===== src/rtl/mmio_pkg.sv =====
// Shared constants and types for the memory-mapped UART transmitter.
package mmio_pkg;

    localparam logic [31:0] DEF_TXDATA_ADDR = 32'h0000_0400;
    localparam logic [31:0] DEF_STATUS_ADDR = 32'h0000_0404;

    localparam int unsigned ST_FULL    = 0;
    localparam int unsigned ST_EMPTY   = 1;
    localparam int unsigned ST_ACTIVE  = 2;
    localparam int unsigned ST_OVF     = 3;
    localparam int unsigned ST_CNT_LSB = 4;

    typedef enum logic [1:0] {
        IDLE,
        START,
        DATA,
        STOP
    } uart_state_t;

endpackage


===== src/rtl/mmio_uart_tx_if.sv =====
// CPU data-bus view seen by memory-mapped peripherals.
interface mmio_uart_tx_if;

    logic        MemWrite;
    logic [31:0] DataAdr;
    logic [31:0] WriteData;
    logic        io_sel;
    logic [31:0] io_rdata;

    modport master (
        output MemWrite, DataAdr, WriteData,
        input  io_sel, io_rdata
    );

    modport slave (
        input  MemWrite, DataAdr, WriteData,
        output io_sel, io_rdata
    );

endinterface


===== src/rtl/mmio_uart_tx_sync_fifo.sv =====
// First-word fall-through synchronous FIFO with wrap-bit pointers.
module sync_fifo #(
    parameter int unsigned WIDTH = 8,
    parameter int unsigned DEPTH = 8
) (
    input  logic                     clk,
    input  logic                     reset,
    input  logic                     push,
    input  logic [WIDTH-1:0]         din,
    input  logic                     pop,
    output logic [WIDTH-1:0]         dout,
    output logic                     full,
    output logic                     empty,
    output logic [$clog2(DEPTH):0]   count
);

    localparam int unsigned AW = $clog2(DEPTH);
    localparam logic [AW:0] PTR_ONE = (AW+1)'(1);

    logic [WIDTH-1:0] mem [DEPTH];
    logic [AW:0]      wptr;
    logic [AW:0]      rptr;
    logic             do_push;
    logic             do_pop;

    // Flags come from the registered pointers, so a push while full is dropped even if a pop lands in the same cycle.
    assign full    = (wptr[AW-1:0] == rptr[AW-1:0]) && (wptr[AW] != rptr[AW]);
    assign empty   = (wptr == rptr);
    assign count   = wptr - rptr;
    assign dout    = mem[rptr[AW-1:0]];
    assign do_push = push && !full;
    assign do_pop  = pop && !empty;

    always_ff @(posedge clk) begin
        if (reset) begin
            wptr <= '0;
            rptr <= '0;
        end else begin
            if (do_push) wptr <= wptr + PTR_ONE;
            if (do_pop)  rptr <= rptr + PTR_ONE;
        end
    end

    always_ff @(posedge clk) begin
        if (do_push) mem[wptr[AW-1:0]] <= din;
    end

endmodule


===== src/rtl/mmio_uart_tx.sv =====
// Memory-mapped UART transmitter: address decode, status register and 8N1 serialiser.
module mmio_uart_tx
    import mmio_pkg::*;
#(
    parameter int unsigned CLKS_PER_BIT = 434,
    parameter int unsigned FIFO_DEPTH   = 8,
    parameter logic [31:0] TXDATA_ADDR  = DEF_TXDATA_ADDR,
    parameter logic [31:0] STATUS_ADDR  = DEF_STATUS_ADDR
) (
    input  logic                clk,
    input  logic                reset,
    input  logic                enable,
    mmio_uart_tx_if.slave       bus,
    output logic                tx,
    output logic                busy
);

    localparam int unsigned CW = $clog2(FIFO_DEPTH) + 1;
    localparam int unsigned BW = $clog2(CLKS_PER_BIT);
    localparam logic [BW-1:0] BAUD_LAST = BW'(CLKS_PER_BIT - 1);
    localparam logic [BW-1:0] BAUD_ONE  = BW'(1);

    logic          sel_tx;
    logic          sel_st;
    logic          push;
    logic          ovf_clr;
    logic          pop;
    logic          fifo_full;
    logic          fifo_empty;
    logic [CW-1:0] fifo_count;
    logic [7:0]    fifo_dout;
    logic          ovf_q;
    logic [31:0]   status;
    logic          unused_wdata;

    uart_state_t   state_q, state_d;
    logic [BW-1:0] baud_q, baud_d;
    logic [2:0]    bit_q, bit_d;
    logic [7:0]    shift_q, shift_d;
    logic          tx_d;
    logic          baud_last;

    assign sel_tx       = (bus.DataAdr == TXDATA_ADDR);
    assign sel_st       = (bus.DataAdr == STATUS_ADDR);
    assign push         = enable && bus.MemWrite && sel_tx;
    assign ovf_clr      = enable && bus.MemWrite && sel_st && bus.WriteData[ST_OVF];
    assign unused_wdata = ^bus.WriteData[31:8];

    sync_fifo #(
        .WIDTH (8),
        .DEPTH (FIFO_DEPTH)
    ) u_fifo (
        .clk   (clk),
        .reset (reset),
        .push  (push),
        .din   (bus.WriteData[7:0]),
        .pop   (pop),
        .dout  (fifo_dout),
        .full  (fifo_full),
        .empty (fifo_empty),
        .count (fifo_count)
    );

    always_ff @(posedge clk) begin
        if (reset)                 ovf_q <= 1'b0;
        else if (push && fifo_full) ovf_q <= 1'b1;
        else if (ovf_clr)          ovf_q <= 1'b0;
    end

    always_comb begin
        status                      = '0;
        status[ST_FULL]             = fifo_full;
        status[ST_EMPTY]            = fifo_empty;
        status[ST_ACTIVE]           = (state_q != IDLE);
        status[ST_OVF]              = ovf_q;
        status[ST_CNT_LSB +: CW]    = fifo_count;
    end

    assign bus.io_sel   = sel_tx || sel_st;
    assign bus.io_rdata = sel_st ? status : '0;

    assign baud_last = (baud_q == BAUD_LAST);

    always_comb begin
        state_d = state_q;
        baud_d  = baud_q;
        bit_d   = bit_q;
        shift_d = shift_q;
        pop     = 1'b0;
        tx_d    = 1'b1;
        case (state_q)
            IDLE: begin
                if (!fifo_empty) begin
                    pop     = 1'b1;
                    shift_d = fifo_dout;
                    baud_d  = '0;
                    bit_d   = '0;
                    state_d = START;
                end
            end
            START: begin
                tx_d = 1'b0;
                if (baud_last) begin
                    baud_d  = '0;
                    state_d = DATA;
                end else begin
                    baud_d = baud_q + BAUD_ONE;
                end
            end
            DATA: begin
                tx_d = shift_q[0];
                if (baud_last) begin
                    baud_d  = '0;
                    shift_d = shift_q >> 1;
                    bit_d   = bit_q + 3'd1;
                    if (bit_q == 3'd7) state_d = STOP;
                end else begin
                    baud_d = baud_q + BAUD_ONE;
                end
            end
            STOP: begin
                tx_d = 1'b1;
                if (baud_last) begin
                    baud_d  = '0;
                    state_d = IDLE;
                end else begin
                    baud_d = baud_q + BAUD_ONE;
                end
            end
            default: state_d = IDLE;
        endcase
    end

    // tx and busy are registered from the current state, so both trail the FSM by one cycle.
    always_ff @(posedge clk) begin
        if (reset) begin
            state_q <= IDLE;
            baud_q  <= '0;
            bit_q   <= '0;
            shift_q <= '0;
            tx      <= 1'b1;
            busy    <= 1'b0;
        end else begin
            state_q <= state_d;
            baud_q  <= baud_d;
            bit_q   <= bit_d;
            shift_q <= shift_d;
            tx      <= tx_d;
            busy    <= !fifo_empty || (state_q != IDLE);
        end
    end

endmodule


===== src/flat_wrapper.sv =====
// flat-port wrapper written by rule: the top's interface ports become plain ports
module mmio_uart_tx_flat import mmio_pkg::*;
#(
    parameter int unsigned CLKS_PER_BIT = 434,
    parameter int unsigned FIFO_DEPTH   = 8,
    parameter logic [31:0] TXDATA_ADDR  = DEF_TXDATA_ADDR,
    parameter logic [31:0] STATUS_ADDR  = DEF_STATUS_ADDR
)
  (clk, reset, enable, tx, busy, bus_MemWrite, bus_DataAdr, bus_WriteData, bus_io_sel, bus_io_rdata);
  mmio_uart_tx_if bus_i ();
  input  logic clk;
  input  logic reset;
  input  logic enable;
  output logic tx;
  output logic busy;
  input wire logic [$bits(bus_i.MemWrite)-1:0] bus_MemWrite;
  input wire logic [$bits(bus_i.DataAdr)-1:0] bus_DataAdr;
  input wire logic [$bits(bus_i.WriteData)-1:0] bus_WriteData;
  output wire logic [$bits(bus_i.io_sel)-1:0] bus_io_sel;
  output wire logic [$bits(bus_i.io_rdata)-1:0] bus_io_rdata;
  assign bus_i.MemWrite = bus_MemWrite;
  assign bus_i.DataAdr = bus_DataAdr;
  assign bus_i.WriteData = bus_WriteData;
  assign bus_io_sel = bus_i.io_sel;
  assign bus_io_rdata = bus_i.io_rdata;
  mmio_uart_tx #(.CLKS_PER_BIT(CLKS_PER_BIT), .FIFO_DEPTH(FIFO_DEPTH), .TXDATA_ADDR(TXDATA_ADDR), .STATUS_ADDR(STATUS_ADDR)) u_core (.clk(clk), .reset(reset), .enable(enable), .bus(bus_i), .tx(tx), .busy(busy));
endmodule

===== config.mk =====
export PLATFORM = sky130hd
export DESIGN_NAME = mmio_uart_tx_flat
export DESIGN_NICKNAME = d
export VERILOG_FILES = /design/src/rtl/mmio_pkg.sv /design/src/rtl/mmio_uart_tx_if.sv /design/src/rtl/mmio_uart_tx_sync_fifo.sv /design/src/rtl/mmio_uart_tx.sv /design/src/flat_wrapper.sv
export SDC_FILE = /design/constraint.sdc
export NUM_CORES = 1
export LEC_CHECK = 0
export BUFFER_PORTS_ARGS = -buffer_cell sky130_fd_sc_hd__buf_2
export CAP_MARGIN = 30
export CORE_MARGIN = 8
export CORE_UTILIZATION = 45
export DETAILED_ROUTE_END_ITERATION = 8
export GPL_TIMING_DRIVEN = 0
export PLACE_DENSITY_LB_ADDON = 0.2
export SYNTH_ARGS = -nofsm -noshare
export SYNTH_HDL_FRONTEND = slang
export SYNTH_SLANG_ARGS = --single-unit
export TNS_END_PERCENT = 30

===== constraint.sdc =====
create_clock -name clk -period 6.8 [get_ports clk]
set_input_delay 1.02 -clock clk [delete_from_list [all_inputs] [get_ports clk]]
set_output_delay 1.02 -clock clk [all_outputs]
set_load 0.1 [all_outputs]

==> results.cfg <==
[synthesis]
synth_edf_count = 64
ys_seq_area_share_pct = 56.82
yosys_warnings = 0
synth.distinct_cells = 54
synthArstFlopShare_pct = 0
syn_inst = 355
synthFlopType = edfxtp_1
syn_area_per_cell_sq_um = 13.10
ys_seq_elements = 100
netlist_area_sq_um = 4651

[setup_path]
worstPathArrival_ps = 2920
r2r_end = u_core.u_fifo.mem[2][3]
r2r_start = u_core.u_fifo.wptr[0]
start_kind = primary input
path_class = primary input to primary output
end_kind = primary output
crit_start = bus_DataAdr[20]
regToRegSetupSlack_ps = 3570
worstPathRequired_ps = 5780
reg2regPathDepth = 8
cp_max_fo = 6

[pwr]
switching_share_pct = 32.52
p_int_mw = 0.9403
switchingPower_mw = 0.4531
clockPowerShare_pct = 26.0
combPwrFrac_pct = 24.7
power_density_nw_per_um2 = 258.9
peakVddDrop_uv = 124.8
p_leak_nw = 1.987
seqPwrFrac_pct = 49.3

[clock_tree]
cts_resized = 0
ctsHtreeMaxLevel = 3
hold_buffers = 0
cts_tree = done
worst_skew_pair.late_latency_ps = 360
cts.sinks = 100
numCtsBuffers = 9
clk_path_buf_depth = 2
path_clk_slew_ps = 90
cts-root-buf = clkbuf_8
post_cts_buffers = 0

[finish]
final_area_sq_um = 5383
antenna_cells = 0
drive_gt1_share_pct = 30.00
final_nets = 527
area_delta_synth_final_pct = 15.74

[floorplan]
core_sq_um = 10180
die_w_um = 117.7
core.rowCount = 37
die_area_sq_um = 13840
die-height_um = 117.7
boundaryPins = 103
start_util_pct = 45.66

[drt]
vias_per_cell = 5.123
drc = 0
first_pass_iters = 6
wl_per_cell_um = 15.60
wl_um = 9142
drtIter0Drc = 128
num_vias = 3002
antenna_left = 0

[timing]
fin_crit_ps = 3936
fin_skew_ps = 10.92
rsz0062_at_grt = false
fmax_mhz = 254.0
fin_crit_sh_pct = 57.89
final-setup-viol-count = 0
drv_slew = 0
worstMarginPinSlew_ps = 867.7
finalHoldViolCount = 0
tns_ps = 0
slew_headroom_pct = 42.04

[hold_path]
min_from = u_core.shift_q[7]
holdPathStages = 1
worstHoldEndpoint = u_core.shift_q[7]
hold_path.class = flop to flop

[place]
place.gp.congestion = 0.7591
io_buffers = 54
dpl.hpwl_um = 6780
post_dp_cell_area_sq_um = 5195

[grt]
grt_first_pass_wirelength_um = 14990
grt_pass1_vias = 3017
grt_max_degree = 20
grt.total_usage_pct = 13.38
grt.overflow.total = 0
antenna_found_initial = 0

[run]
drv_cap = 0

[status]
outcome = completed
[worst max-delay path, stage by stage]
cell,delay [ps]
buf_2,90
nor4_1,360
and4_1,240
clkbuf_1,250
nand3_1,250
nor3_1,240
buf_2,460
[worst max-delay path by stage]
stage                 endpoint  slack, ps  cells after the start
6_report       bus_io_rdata[7]       2860                      7
5_1_grt        bus_io_rdata[7]       2660                      7
4_1_cts        bus_io_rdata[7]       2860                      7
3_5_place_dp   bus_io_rdata[7]       2870                      7
3_3_place_gp   bus_io_rdata[7]       2940                      7
2_1_floorplan  bus_io_rdata[0]       1750                      5
[cell type report]
cell class                 instances  area, sq um
sequential                       100         2643
multi-input combinational        225         1787
fill                             906         4802
buffer                            42        271.5
clock buffer                       9        123.9
inverter                          11        41.29
clock inverter                     7        63.81
tap                              136        170.2
timing repair buffer              56        282.8
[metrics by stage]
stage / util, % / worst slack [ps] / power [mW] / hold WS (ps) / instances
floorplan: - / 1747 / 0.9779 / 426.9 / 378
global placement: 50.84 / 2936 / 1.041 / 437.2 / 568
detailed placement: 51.01 / 2873 / 1.046 / 444.8 / 570
CTS: 52.85 / 2859 / 1.405 / 473.0 / 586
global route: 52.85 / 2662 / 1.460 / 516.0 / 586
finish: 52.85 / 2864 / 1.393 / 470.0 / 586
[power groups by stage]
stage                     registers [mW]  clock network [mW]  logic (mW)
after floorplan                    0.716                   0       0.262
after global placement             0.700                   0       0.341
after detailed placement           0.700                   0       0.346
after CTS                          0.687               0.372       0.346
after global routing               0.691               0.396       0.373
final                              0.687               0.363       0.344
[cell usage after synthesis (9+ instances only)]
master     n  area [sq um]
nor2_1    22         82.58
buf_4     27         202.7
ha_1      13         162.7
inv_1     11         41.29
o21ai_0    9         45.04
mux4_2    16         360.4
edfxtp_1  64          1922
and3_1    10         62.56
dfxtp_1   36         720.7
a22o_1     9         78.83
nand2_1   15         56.30
clkbuf_1   9         33.78
mux2i_1   12         120.1
[cells in the final DEF, fill, tap and decap left out, types with 3 or more instances in the layout]
cell type,instances
buf_4,28
dfxtp_1,36
ha_1,13
clkbuf_1,9
a311oi_1,8
o31ai_1,3
nand4_1,6
a211oi_1,4
and3_1,10
a22o_1,9
edfxtp_1,64
nor2b_1,3
a21oi_1,7
nor4_1,8
conb_1,24
nand2_1,15
nor2_1,22
nor3_1,7
mux2i_1,12
o21ai_0,9
nand2b_1,5
clkbuf_8,9
buf_2,59
inv_1,11
mux4_2,16
nand3_1,7
[flip-flops by register name, indices dropped and copies added (netlist names), named ones only]
| register | cells |
|---|---|
| u_core.baud_q | 9 |
| u_core.bit_q | 3 |
| u_core.busy | 1 |
| u_core.ovf_q | 1 |
| u_core.shift_q | 8 |
| u_core.state_q | 2 |
| u_core.tx | 1 |
| u_core.u_fifo.mem | 64 |
| u_core.u_fifo.rptr | 4 |
| u_core.u_fifo.wptr | 4 |
[kinds of logic after synthesis]
logic type | Yosys count | share of synthesized area [%]
buffers and inverters | 53 | 6.726
other | 1 | 0.08063
adders and majority gates | 14 | 3.928
AOI/OAI and AO/OA | 56 | 8.878
DFF | 100 | 56.82
muxes | 31 | 11.14
and+or+nand+nor | 94 | 10.98
xor gates and xnor gates | 6 | 1.453
[routing by layer]
metal  wire length (um)  global-route usage (%)  vias up  part of all wire [%]
met2               4208                   21.47       77                    46
met4                118                   4.804        0                   1.3
met5                  0                       0        -                     0
li1                   -                       -     1497                     -
met1               4364                   17.06     1418                    48
met3                450                   3.549       10                   4.9
(Power assumes the default switching activity.)
